===== src/rtl/crf_lite_master_if.sv =====
// AXI4-Lite bus bundle between the register-file command master and its slave.
interface crf_lite_master_if #(
    parameter int AXI_DATA_WIDTH = 32,
    parameter int AXI_ADDR_WIDTH = 32
);
    logic                        awvalid;
    logic                        awready;
    logic [AXI_ADDR_WIDTH-1:0]   awaddr;
    logic [2:0]                  awprot;
    logic                        wvalid;
    logic                        wready;
    logic [AXI_DATA_WIDTH-1:0]   wdata;
    logic [AXI_DATA_WIDTH/8-1:0] wstrb;
    logic                        bvalid;
    logic                        bready;
    logic [1:0]                  bresp;
    logic                        arvalid;
    logic                        arready;
    logic [AXI_ADDR_WIDTH-1:0]   araddr;
    logic [2:0]                  arprot;
    logic                        rvalid;
    logic                        rready;
    logic [AXI_DATA_WIDTH-1:0]   rdata;
    logic [1:0]                  rresp;

    modport master (
        output awvalid, awaddr, awprot, wvalid, wdata, wstrb, bready,
               arvalid, araddr, arprot, rready,
        input  awready, wready, bvalid, bresp, arready, rvalid, rdata, rresp
    );

    modport slave (
        input  awvalid, awaddr, awprot, wvalid, wdata, wstrb, bready,
               arvalid, araddr, arprot, rready,
        output awready, wready, bvalid, bresp, arready, rvalid, rdata, rresp
    );
endinterface


===== src/rtl/crf_lite_master.sv =====
// Single-outstanding AXI4-Lite master: turns one host register command into
// one AXI4-Lite write or read and hands back a single completion record.
//
// state     | meaning
// ----------+-----------------------------------------------------------
// IDLE      | waiting for a host command, cmd_ready high
// WR_REQ    | AW and W offered; each valid drops after its own handshake
// WR_RESP   | both AW and W done, waiting for B
// RD_REQ    | AR offered, waiting for arready
// RD_DATA   | waiting for R
// RSP       | completion held on rsp_* until the host takes it
module crf_lite_master #(
    parameter int AXI_DATA_WIDTH = 32,
    parameter int AXI_ADDR_WIDTH = 32
) (
    input  logic                        clk,
    input  logic                        rst,
    input  logic                        cmd_valid,
    output logic                        cmd_ready,
    input  logic                        cmd_wr,
    input  logic [AXI_ADDR_WIDTH-1:0]   cmd_addr,
    input  logic [AXI_DATA_WIDTH-1:0]   cmd_wdata,
    input  logic [AXI_DATA_WIDTH/8-1:0] cmd_wstrb,
    output logic                        rsp_valid,
    input  logic                        rsp_ready,
    output logic                        rsp_wr,
    output logic [AXI_DATA_WIDTH-1:0]   rsp_rdata,
    output logic [1:0]                  rsp_resp,
    output logic                        busy,
    crf_lite_master_if.master           m_axi
);

    localparam logic [2:0] S_IDLE    = 3'd0;
    localparam logic [2:0] S_WR_REQ  = 3'd1;
    localparam logic [2:0] S_WR_RESP = 3'd2;
    localparam logic [2:0] S_RD_REQ  = 3'd3;
    localparam logic [2:0] S_RD_DATA = 3'd4;
    localparam logic [2:0] S_RSP     = 3'd5;

    logic [2:0]                  state;
    logic [AXI_ADDR_WIDTH-1:0]   addr_q;
    logic [AXI_DATA_WIDTH-1:0]   wdata_q;
    logic [AXI_DATA_WIDTH/8-1:0] wstrb_q;
    logic                        awvalid_q;
    logic                        wvalid_q;
    logic                        arvalid_q;
    logic                        aw_ok;
    logic                        w_ok;

    // A channel counts as finished once its valid has dropped or it handshakes now.
    assign aw_ok = !awvalid_q || m_axi.awready;
    assign w_ok  = !wvalid_q  || m_axi.wready;

    // cmd_ready is gated by rst so it reads low for the whole reset window.
    assign cmd_ready = (state == S_IDLE) && !rst;
    assign busy      = (state != S_IDLE);
    assign rsp_valid = (state == S_RSP);

    assign m_axi.awvalid = awvalid_q;
    assign m_axi.awaddr  = addr_q;
    assign m_axi.awprot  = 3'b000;
    assign m_axi.wvalid  = wvalid_q;
    assign m_axi.wdata   = wdata_q;
    assign m_axi.wstrb   = wstrb_q;
    assign m_axi.bready  = (state == S_WR_RESP);
    assign m_axi.arvalid = arvalid_q;
    assign m_axi.araddr  = addr_q;
    assign m_axi.arprot  = 3'b000;
    assign m_axi.rready  = (state == S_RD_DATA);

    // Sequencer: command capture, AXI valid tracking and completion capture.
    always_ff @(posedge clk or posedge rst) begin
        if (rst) begin
            state     <= S_IDLE;
            addr_q    <= '0;
            wdata_q   <= '0;
            wstrb_q   <= '0;
            awvalid_q <= 1'b0;
            wvalid_q  <= 1'b0;
            arvalid_q <= 1'b0;
            rsp_wr    <= 1'b0;
            rsp_rdata <= '0;
            rsp_resp  <= 2'b00;
        end else begin
            case (state)
                S_IDLE: begin
                    if (cmd_valid && cmd_ready) begin
                        addr_q  <= cmd_addr;
                        wdata_q <= cmd_wdata;
                        wstrb_q <= cmd_wstrb;
                        if (cmd_wr) begin
                            state     <= S_WR_REQ;
                            awvalid_q <= 1'b1;
                            wvalid_q  <= 1'b1;
                        end else begin
                            state     <= S_RD_REQ;
                            arvalid_q <= 1'b1;
                        end
                    end
                end
                S_WR_REQ: begin
                    if (awvalid_q && m_axi.awready) awvalid_q <= 1'b0;
                    if (wvalid_q && m_axi.wready)   wvalid_q  <= 1'b0;
                    if (aw_ok && w_ok)              state     <= S_WR_RESP;
                end
                S_WR_RESP: begin
                    if (m_axi.bvalid) begin
                        rsp_resp  <= m_axi.bresp;
                        rsp_rdata <= '0;
                        rsp_wr    <= 1'b1;
                        state     <= S_RSP;
                    end
                end
                S_RD_REQ: begin
                    if (m_axi.arready) begin
                        arvalid_q <= 1'b0;
                        state     <= S_RD_DATA;
                    end
                end
                S_RD_DATA: begin
                    if (m_axi.rvalid) begin
                        rsp_rdata <= m_axi.rdata;
                        rsp_resp  <= m_axi.rresp;
                        rsp_wr    <= 1'b0;
                        state     <= S_RSP;
                    end
                end
                S_RSP: begin
                    if (rsp_ready) state <= S_IDLE;
                end
                default: state <= S_IDLE;
            endcase
        end
    end

endmodule


===== src/flat_wrapper.sv =====
// flat-port wrapper written by rule: the top's interface ports become plain ports
module crf_lite_master_flat 
#(
    parameter int AXI_DATA_WIDTH = 32,
    parameter int AXI_ADDR_WIDTH = 32
)
  (clk, rst, cmd_valid, cmd_ready, cmd_wr, cmd_addr, cmd_wdata, cmd_wstrb, rsp_valid, rsp_ready, rsp_wr, rsp_rdata, rsp_resp, busy, m_axi_awvalid, m_axi_awaddr, m_axi_awprot, m_axi_wvalid, m_axi_wdata, m_axi_wstrb, m_axi_bready, m_axi_arvalid, m_axi_araddr, m_axi_arprot, m_axi_rready, m_axi_awready, m_axi_wready, m_axi_bvalid, m_axi_bresp, m_axi_arready, m_axi_rvalid, m_axi_rdata, m_axi_rresp);
  crf_lite_master_if #(.AXI_DATA_WIDTH(AXI_DATA_WIDTH), .AXI_ADDR_WIDTH(AXI_ADDR_WIDTH)) m_axi_i ();
  input  logic clk;
  input  logic rst;
  input  logic cmd_valid;
  output logic cmd_ready;
  input  logic cmd_wr;
  input  logic [AXI_ADDR_WIDTH-1:0] cmd_addr;
  input  logic [AXI_DATA_WIDTH-1:0] cmd_wdata;
  input  logic [AXI_DATA_WIDTH/8-1:0] cmd_wstrb;
  output logic rsp_valid;
  input  logic rsp_ready;
  output logic rsp_wr;
  output logic [AXI_DATA_WIDTH-1:0] rsp_rdata;
  output logic [1:0] rsp_resp;
  output logic busy;
  output wire logic [$bits(m_axi_i.awvalid)-1:0] m_axi_awvalid;
  output wire logic [$bits(m_axi_i.awaddr)-1:0] m_axi_awaddr;
  output wire logic [$bits(m_axi_i.awprot)-1:0] m_axi_awprot;
  output wire logic [$bits(m_axi_i.wvalid)-1:0] m_axi_wvalid;
  output wire logic [$bits(m_axi_i.wdata)-1:0] m_axi_wdata;
  output wire logic [$bits(m_axi_i.wstrb)-1:0] m_axi_wstrb;
  output wire logic [$bits(m_axi_i.bready)-1:0] m_axi_bready;
  output wire logic [$bits(m_axi_i.arvalid)-1:0] m_axi_arvalid;
  output wire logic [$bits(m_axi_i.araddr)-1:0] m_axi_araddr;
  output wire logic [$bits(m_axi_i.arprot)-1:0] m_axi_arprot;
  output wire logic [$bits(m_axi_i.rready)-1:0] m_axi_rready;
  input wire logic [$bits(m_axi_i.awready)-1:0] m_axi_awready;
  input wire logic [$bits(m_axi_i.wready)-1:0] m_axi_wready;
  input wire logic [$bits(m_axi_i.bvalid)-1:0] m_axi_bvalid;
  input wire logic [$bits(m_axi_i.bresp)-1:0] m_axi_bresp;
  input wire logic [$bits(m_axi_i.arready)-1:0] m_axi_arready;
  input wire logic [$bits(m_axi_i.rvalid)-1:0] m_axi_rvalid;
  input wire logic [$bits(m_axi_i.rdata)-1:0] m_axi_rdata;
  input wire logic [$bits(m_axi_i.rresp)-1:0] m_axi_rresp;
  assign m_axi_awvalid = m_axi_i.awvalid;
  assign m_axi_awaddr = m_axi_i.awaddr;
  assign m_axi_awprot = m_axi_i.awprot;
  assign m_axi_wvalid = m_axi_i.wvalid;
  assign m_axi_wdata = m_axi_i.wdata;
  assign m_axi_wstrb = m_axi_i.wstrb;
  assign m_axi_bready = m_axi_i.bready;
  assign m_axi_arvalid = m_axi_i.arvalid;
  assign m_axi_araddr = m_axi_i.araddr;
  assign m_axi_arprot = m_axi_i.arprot;
  assign m_axi_rready = m_axi_i.rready;
  assign m_axi_i.awready = m_axi_awready;
  assign m_axi_i.wready = m_axi_wready;
  assign m_axi_i.bvalid = m_axi_bvalid;
  assign m_axi_i.bresp = m_axi_bresp;
  assign m_axi_i.arready = m_axi_arready;
  assign m_axi_i.rvalid = m_axi_rvalid;
  assign m_axi_i.rdata = m_axi_rdata;
  assign m_axi_i.rresp = m_axi_rresp;
  crf_lite_master #(.AXI_DATA_WIDTH(AXI_DATA_WIDTH), .AXI_ADDR_WIDTH(AXI_ADDR_WIDTH)) u_core (.clk(clk), .rst(rst), .cmd_valid(cmd_valid), .cmd_ready(cmd_ready), .cmd_wr(cmd_wr), .cmd_addr(cmd_addr), .cmd_wdata(cmd_wdata), .cmd_wstrb(cmd_wstrb), .rsp_valid(rsp_valid), .rsp_ready(rsp_ready), .rsp_wr(rsp_wr), .rsp_rdata(rsp_rdata), .rsp_resp(rsp_resp), .busy(busy), .m_axi(m_axi_i));
endmodule

===== config.mk =====
export PLATFORM = sky130hd
export DESIGN_NAME = crf_lite_master_flat
export DESIGN_NICKNAME = d
export VERILOG_FILES = /design/src/rtl/crf_lite_master_if.sv /design/src/rtl/crf_lite_master.sv /design/src/flat_wrapper.sv
export SDC_FILE = /design/constraint.sdc
export NUM_CORES = 1
export LEC_CHECK = 0
export ABC_AREA = 1
export CAP_MARGIN = 20
export CORE_MARGIN = 4
export CORE_UTILIZATION = 35
export DETAILED_ROUTE_END_ITERATION = 10
export PLACE_DENSITY_LB_ADDON = 0.2
export SYNTH_ARGS = -nofsm -noshare
export SYNTH_HDL_FRONTEND = slang
export SYNTH_SLANG_ARGS = --single-unit

===== constraint.sdc =====
create_clock -name clk -period 4 [get_ports clk]
set_clock_uncertainty 0.1 [all_clocks]
set_input_delay 0.8 -clock clk [delete_from_list [all_inputs] [get_ports clk]]
set_output_delay 0.8 -clock clk [all_outputs]
set_load 0.01 [all_outputs]

==> results.tsv <==
stage	metric	value	unit
yosys	top-area cell type share of the netlist area	57.55	%
setup_path	startpoint class of the critical path	input pin	
placement	dpl cell area	7168	um2
die	initial core utilization	35.79	%
sta	RSZ-0062 raised after global routing	false	
yosys	Post-Synth XOR/XNOR Area	0	%
global_routing	grt ovf	0	
clock_network	clock sinks	109	
setup_path	reg2reg setup slack	1550	ps
sta	Final Setup Violations	0	
sta	setup TNS	0	ps
clock_network	CTS resizes	0	
die	Die Ht	124.4	um
setup_path	Critical Path Sink	cmd_ready	
route	Final ANT Viol Nets	0	
sta	fmax	337.3	MHz
die	Rows	42	
setup_path	r2r endpoint	u_core.rsp_resp[1]	
cells_and_area	fillers	1254	
setup_path	Worst Setup SP	rst	
global_routing	first-pass GRT wire length	22.13	mm
yosys	Synth cell types	21	
clock_network	Worst-Skew Late Latency	330	ps
yosys	Synth Register Bits	109	
yosys	synthesized cell area	4740	um2
setup_path	critical path data arrival time	2060	ps
cells_and_area	fin area	7430	um2
clock_network	CTS clk-pin slew, worst paths	70	ps
yosys	largest family of logic cells by synthesized area	simple AND/OR/NAND/NOR gates	
global_routing	GRT Util Overall	17.38	%
yosys	top cells by area, synth	dfrtp_1 (58%), nand2_1 (21%), nand3_1 (7.5%)	
power	Worst VDD drop	0.0002384	V
clock_network	# hold bufs at CTS	0	
sta	Slew @ Worst Pin	707.9	ps
power	post-layout power	5.166	mW
cells_and_area	area grow syn2layout	56.76	%
setup_path	critical path type	input pin to output pin	
sta	final count of pins violating max slew	0	
clock_network	clock root cell	clkbuf_16	
clock_network	H-tree Lvls	3	
die	# IOs	263	
yosys	Synth Area in Adders	0	%
cells_and_area	# nets final	883	
power	Leak	3.599	nW
yosys	syn avg cell area	8.524	um2
placement	# placed instances	934	
global_routing	vias in the first global route	4230	
setup_path	CP Capture Type	output pin	
yosys	Cells after Synth	556	
setup_path	Crit Path Max Fanout	3	
global_routing	largest net degree at the start of global routing	70	
sta	Final Cycle Share	74.12	%
min_path	Hold WC Path Type	register to register	
cells_and_area	ant diodes	0	
global_routing	initial antenna violation count	0	
yosys	Post-Synth Simple-Gate Area	30.65	%
status	outcome	finished clean	
clock_network	setup bufs post-CTS	0	
setup_path	Critical Path RT	3100	ps
yosys	post-synth top area cell	dfrtp_1	
route	Remaining DRCs	0	
power	PwrDens	695.3	nW/um2
yosys	portion of netlist area occupied by mux cells	0	%
clock_network	TritonCTS clock tree	done	
cells_and_area	fin cells	950	
route	overall routed net length	13.67	mm
route	DRT iter0 DRCs	183	
yosys	Yosys warnings	0	
route	vias	4324	
placement	Post-DP HPWL	9.989	mm
cells_and_area	fraction of layout cells with a size suffix above 1	3.876	%
placement	Placer Congestion	0.8042	
clock_network	CTS Buffer Depth	2	
die	DIE AREA	15470	um2
route	DRT Pass-1 Iters	4	
route	Vias/cell	4.552	
cells_and_area	area occupied by multi-input gates	1543	um2
setup_path	Worst Reg-to-Reg Cells	8	
cells_and_area	Reg area	2728	um2
setup_path	Worst R2R Start	u_core.state[0]	
die	core area	13240	um2
sta	Slew headroom	52.81	%
sta	final hold vios	0	
clock_network	TritonCTS buffer count	9	
yosys	Synth Area in Compound Gates	1.426	%
yosys	post-synthesis sequential area ratio	57.55	%
sta	post-route minimum period	2965	ps
die	Die Wd	124.4	um
job	Max-Cap Viols	0	
placement	IO buf count	256	
route	WL/cell	14.38	um
## Yosys cell counts (all sizes together)
library cell / instances
nor2: 14
o21ai: 7
buf: 57
nand3: 71
o21a: 3
a21oi: 2
nor3: 2
nand4: 1
nand2: 263
inv: 16
dfrtp: 109
nand3b: 1
clkbuf: 9
conb: 1
## where the power goes
| group | switching [mW] | internal [mW] | total (mW) |
|---|---|---|---|
| Sequential | 0.319 | 1.56 | 1.88 |
| Combinational | 1.10 | 1.38 | 2.48 |
| Clock | 0.386 | 0.422 | 0.807 |
| Total | 1.80 | 3.36 | 5.17 |
## cell type report
class / count / share of cell area [%]
multi-input combinational: 370 / 20.76
sequential: 109 / 36.71
timing repair buffer: 263 / 35.20
clock buffer: 12 / 3.183
inverter: 16 / 0.8420
tap: 176 / 2.964
clock inverter: 4 / 0.3368
## routing by layer
layer | track usage, % | up-vias | wire, um
met2 | 26.88 | 183 | 6350
met5 | 0 | - | 0
li1 | - | 2113 | -
met3 | 5.189 | 15 | 1071
met4 | 6.125 | 0 | 250
met1 | 23.24 | 2013 | 5993
## registers in the layout, indices dropped and copies added, names as in the netlist
name	flops
u_core.rsp_rdata	32
u_core.m_axi.arvalid	1
u_core.m_axi.wstrb	4
u_core.m_axi.wdata	32
u_core.m_axi.araddr	32
u_core.rsp_resp	2
u_core.m_axi.awvalid	1
u_core.state	3
u_core.m_axi.wvalid	1
u_core.rsp_wr	1
## logic make-up (layout without fill, tap and decap cells)
family | count (synthesis) | count (layout)
simple gates | 352 | 352
flops | 109 | 109
buf+inv | 82 | 295
compound gates | 12 | 12
other cells | 1 | 6
## layout by cell type, fill, tap and decap left out
| cell type | Yosys | routed |
|---|---|---|
| clkbuf_1 | 9 | 3 |
| nand3_1 | 71 | 71 |
| clkinvlp_4 | 0 | 2 |
| clkinv_2 | 0 | 2 |
| nor3_2 | 1 | 1 |
| o21a_1 | 3 | 3 |
| inv_2 | 2 | 2 |
| nand2_2 | 3 | 3 |
| inv_4 | 0 | 1 |
| o21ai_0 | 7 | 7 |
| nor2_4 | 1 | 1 |
| dfrtp_1 | 109 | 109 |
| conb_1 | 1 | 6 |
| nor2_2 | 1 | 1 |
| clkdlybuf4s50_1 | 0 | 256 |
| nand4_1 | 1 | 1 |
| buf_4 | 41 | 7 |
| nor3_4 | 1 | 1 |
| inv_1 | 14 | 13 |
| a21oi_1 | 2 | 2 |
| nand3b_1 | 1 | 1 |
| clkbuf_16 | 0 | 9 |
| nand2_1 | 260 | 260 |
| nor2_1 | 12 | 12 |
## worst max-delay path, stage by stage
cell	delay, ps
clkdlybuf4s50_1	530
nor2_2	190
clkdlybuf4s50_1	550
## through the flow
stage	utilization, %	hold WS, ps	setup slack (ps)
3_3_place_gp	54.13	354.8	1035
6_report	56.10	380.0	1035
4_1_cts	56.10	382.4	1025
2_1_floorplan	-	408.6	146.0
3_5_place_dp	54.13	361.4	1027
5_1_grt	56.10	402.4	981.9
## worst min path at each step
stage,slack [ps],cells past startpoint,from,endpoint
after floorplan,410,2,u_core.rsp_wr,u_core.rsp_wr
after global placement,350,2,u_core.rsp_wr,u_core.rsp_wr
after detailed placement,360,2,u_core.rsp_wr,u_core.rsp_wr
after CTS,380,2,u_core.m_axi.wdata[15],u_core.m_axi.wdata[15]
after global routing,400,2,u_core.m_axi.wdata[15],u_core.m_axi.wdata[15]
final,380,2,u_core.m_axi.wdata[31],u_core.m_axi.wdata[31]
(Power assumes the default switching activity.)
==> RTL change (same settings) <==
`AXI_ADDR_WIDTH` is set to 32 in 3 places; all go to 16.
--- a/src/rtl/crf_lite_master_if.sv
+++ b/src/rtl/crf_lite_master_if.sv
@@ -3,3 +3,3 @@
     parameter int AXI_DATA_WIDTH = 32,
-    parameter int AXI_ADDR_WIDTH = 32
+    parameter int AXI_ADDR_WIDTH = 16
 );
--- a/src/rtl/crf_lite_master.sv
+++ b/src/rtl/crf_lite_master.sv
@@ -13,3 +13,3 @@
     parameter int AXI_DATA_WIDTH = 32,
-    parameter int AXI_ADDR_WIDTH = 32
+    parameter int AXI_ADDR_WIDTH = 16
 ) (
--- a/src/flat_wrapper.sv
+++ b/src/flat_wrapper.sv
@@ -4,3 +4,3 @@
     parameter int AXI_DATA_WIDTH = 32,
-    parameter int AXI_ADDR_WIDTH = 32
+    parameter int AXI_ADDR_WIDTH = 16
 )
Ports: changed (resized cmd_addr, m_axi_araddr and m_axi_awaddr); port bits go from 263 to 215. The function was not compared with the original's and may differ.
==> RTL change against the unedited design <==
Synthesized cell count decreased by 15%; area after synthesis fell by 14%; sequential cell count is 16 lower; total power fell by 7.9%; clock power is 5.2% higher; cell area fell by 14%; setup slack lost 0.20 ns; count of clock-buffer cells in the layout is 1 lower; die area shrank 13%; wire length decreased by 15%; first-iteration DRC count increased by 15%; critical endpoint is now m_axi_rready; highest routed layer unchanged.
==> RTL change: results (changes against the unedited design) <==
{
  "outcome": {
    "status": {"value": "completed", "change": "unchanged"}
  },
  "global_route": {
    "largest_net_degree_at_the_start_of_global_routing": {"value": 55, "change": "was 70"},
    "first_pass_grt_wire_length": {"value": 18600, "unit": "um", "change": "was 22100 um"},
    "global_route.usage.total": {"value": 17.3, "unit": "%", "change": "was 17.4%"}
  },
  "die": {
    "fp.dieArea": {"value": 13400, "unit": "um2", "change": "was 15500 um2"}
  },
  "logic_synthesis": {
    "synth_sequential_area_ratio": {"value": 57.1, "unit": "%", "change": "was 57.6%"},
    "synth_area_leaders": {"value": "dfrtp_1, nand2_1, nand3_1", "change": "unchanged"},
    "synth_top_cells_by_count": {"value": "nand2_1, dfrtp_1, nand3_1, buf_4, inv_1", "change": "was nand2_1, dfrtp_1, nand3_1, buf_4, buf_2"}
  },
  "min_path": {
    "startpoint_of_the_lowest_slack_hold_path": {"value": "u_core.rsp_wr$_DFFE_PP0P_", "change": "was u_core.m_axi.wdata[31]$_DFFE_PP0P_"},
    "worst_hold_endpoint": {"value": "u_core.rsp_wr$_DFFE_PP0P_", "change": "was u_core.m_axi.wdata[31]$_DFFE_PP0P_"}
  },
  "critical_path": {
    "reg2reg_to": {"value": "u_core.rsp_resp[0]$_DFFE_PP0P_", "change": "was u_core.rsp_resp[1]$_DFFE_PP0P_"},
    "critical_path.max_stage_delay": {"value": 0.65, "unit": "ns", "change": "was 0.55 ns"},
    "r2r_setup_slack": {"value": 1.77, "unit": "ns", "change": "was 1.55 ns"},
    "crit_path_max_fanout": {"value": 36, "change": "was 3"}
  },
  "layout": {
    "n_fill_cell": {"value": 1093, "change": "was 1254"}
  },
  "pwr": {
    "cell_leakage_power": {"value": 3.11, "unit": "nW", "change": "was 3.60 nW"},
    "irDropWorstVdd": {"value": 0.000378, "unit": "V", "change": "was 0.000238 V"},
    "pwr.group.combinational": {"value": 2.24, "unit": "mW", "change": "was 2.48 mW"},
    "p_int": {"value": 3.11, "unit": "mW", "change": "was 3.36 mW"}
  },
  "timing": {
    "worst_hold_slack_after_final_layout": {"value": 0.369, "unit": "ns", "change": "was 0.380 ns"},
    "max-slew-margin-rel": {"value": 59.1, "unit": "%", "change": "was 52.8%"}
  },
  "routing": {
    "routed_wirelength": {"value": 11600, "unit": "um", "change": "was 13700 um"},
    "vias_per_cell": {"value": 4.60, "change": "was 4.55"}
  },
  "placement": {
    "detailedPlacementHpwl": {"value": 8480, "unit": "um", "change": "was 9990 um"},
    "place_congestion": {"value": 0.838, "change": "was 0.804"}
  }
}
-- RTL change: area by class of cell --
class | count | area, um2 | share of cell area, %
Inverter | 19 | 76.3 | 1.20
Tap cell | 143 | 179 | 2.81
Clock buffer | 11 | 243 | 3.82
Clock inverter | 5 | 60.1 | 0.944
Timing Repair Buffer | 213 | 2120 | 33.3
Sequential cell | 93 | 2330 | 36.6
Multi-Input combinational cell | 320 | 1360 | 21.3
-- RTL change: stage by stage --
| step | utilization (%) | total power [mW] | std cells |
|---|---|---|---|
| after floorplan | - | 2.71 | 478 |
| after global placement | 53.0 | 3.90 | 788 |
| after detailed placement | 53.0 | 3.95 | 788 |
| after CTS | 55.7 | 4.83 | 804 |
| after global routing | 55.7 | 5.11 | 804 |
| final | 55.7 | 4.76 | 804 |
-- RTL change: metal layers --
layer / GRT usage [%] / routed length (um)
met2: 27.9 / 5440
met4: 4.64 / 68
met1: 22.5 / 4850
met5: 0 / 0
met3: 5.59 / 1200
-- RTL change: cells by family (layout without fill, tap and decap cells) --
kind of cell | count (synthesis) | after routing | share of synthesized area, %
other cells | 1 | 6 | 0.0921
compound gates | 12 | 12 | 1.66
flops | 93 | 93 | 57.1
buf+inv | 65 | 248 | 10.0
simple gates | 302 | 302 | 31.1
-- RTL change: worst max-delay path by stage --
stage | from | to | depth (start not counted)
global route | u_core.state[0]$_DFFE_PP0P_ | m_axi_rready | 4
floorplan | rst | u_core.state[2]$_DFFE_PP0P_ | 5
detailed placement | rst | cmd_ready | 3
CTS | u_core.state[0]$_DFFE_PP0P_ | m_axi_rready | 4
global placement | rst | cmd_ready | 3
finish | u_core.state[0]$_DFFE_PP0P_ | m_axi_rready | 4
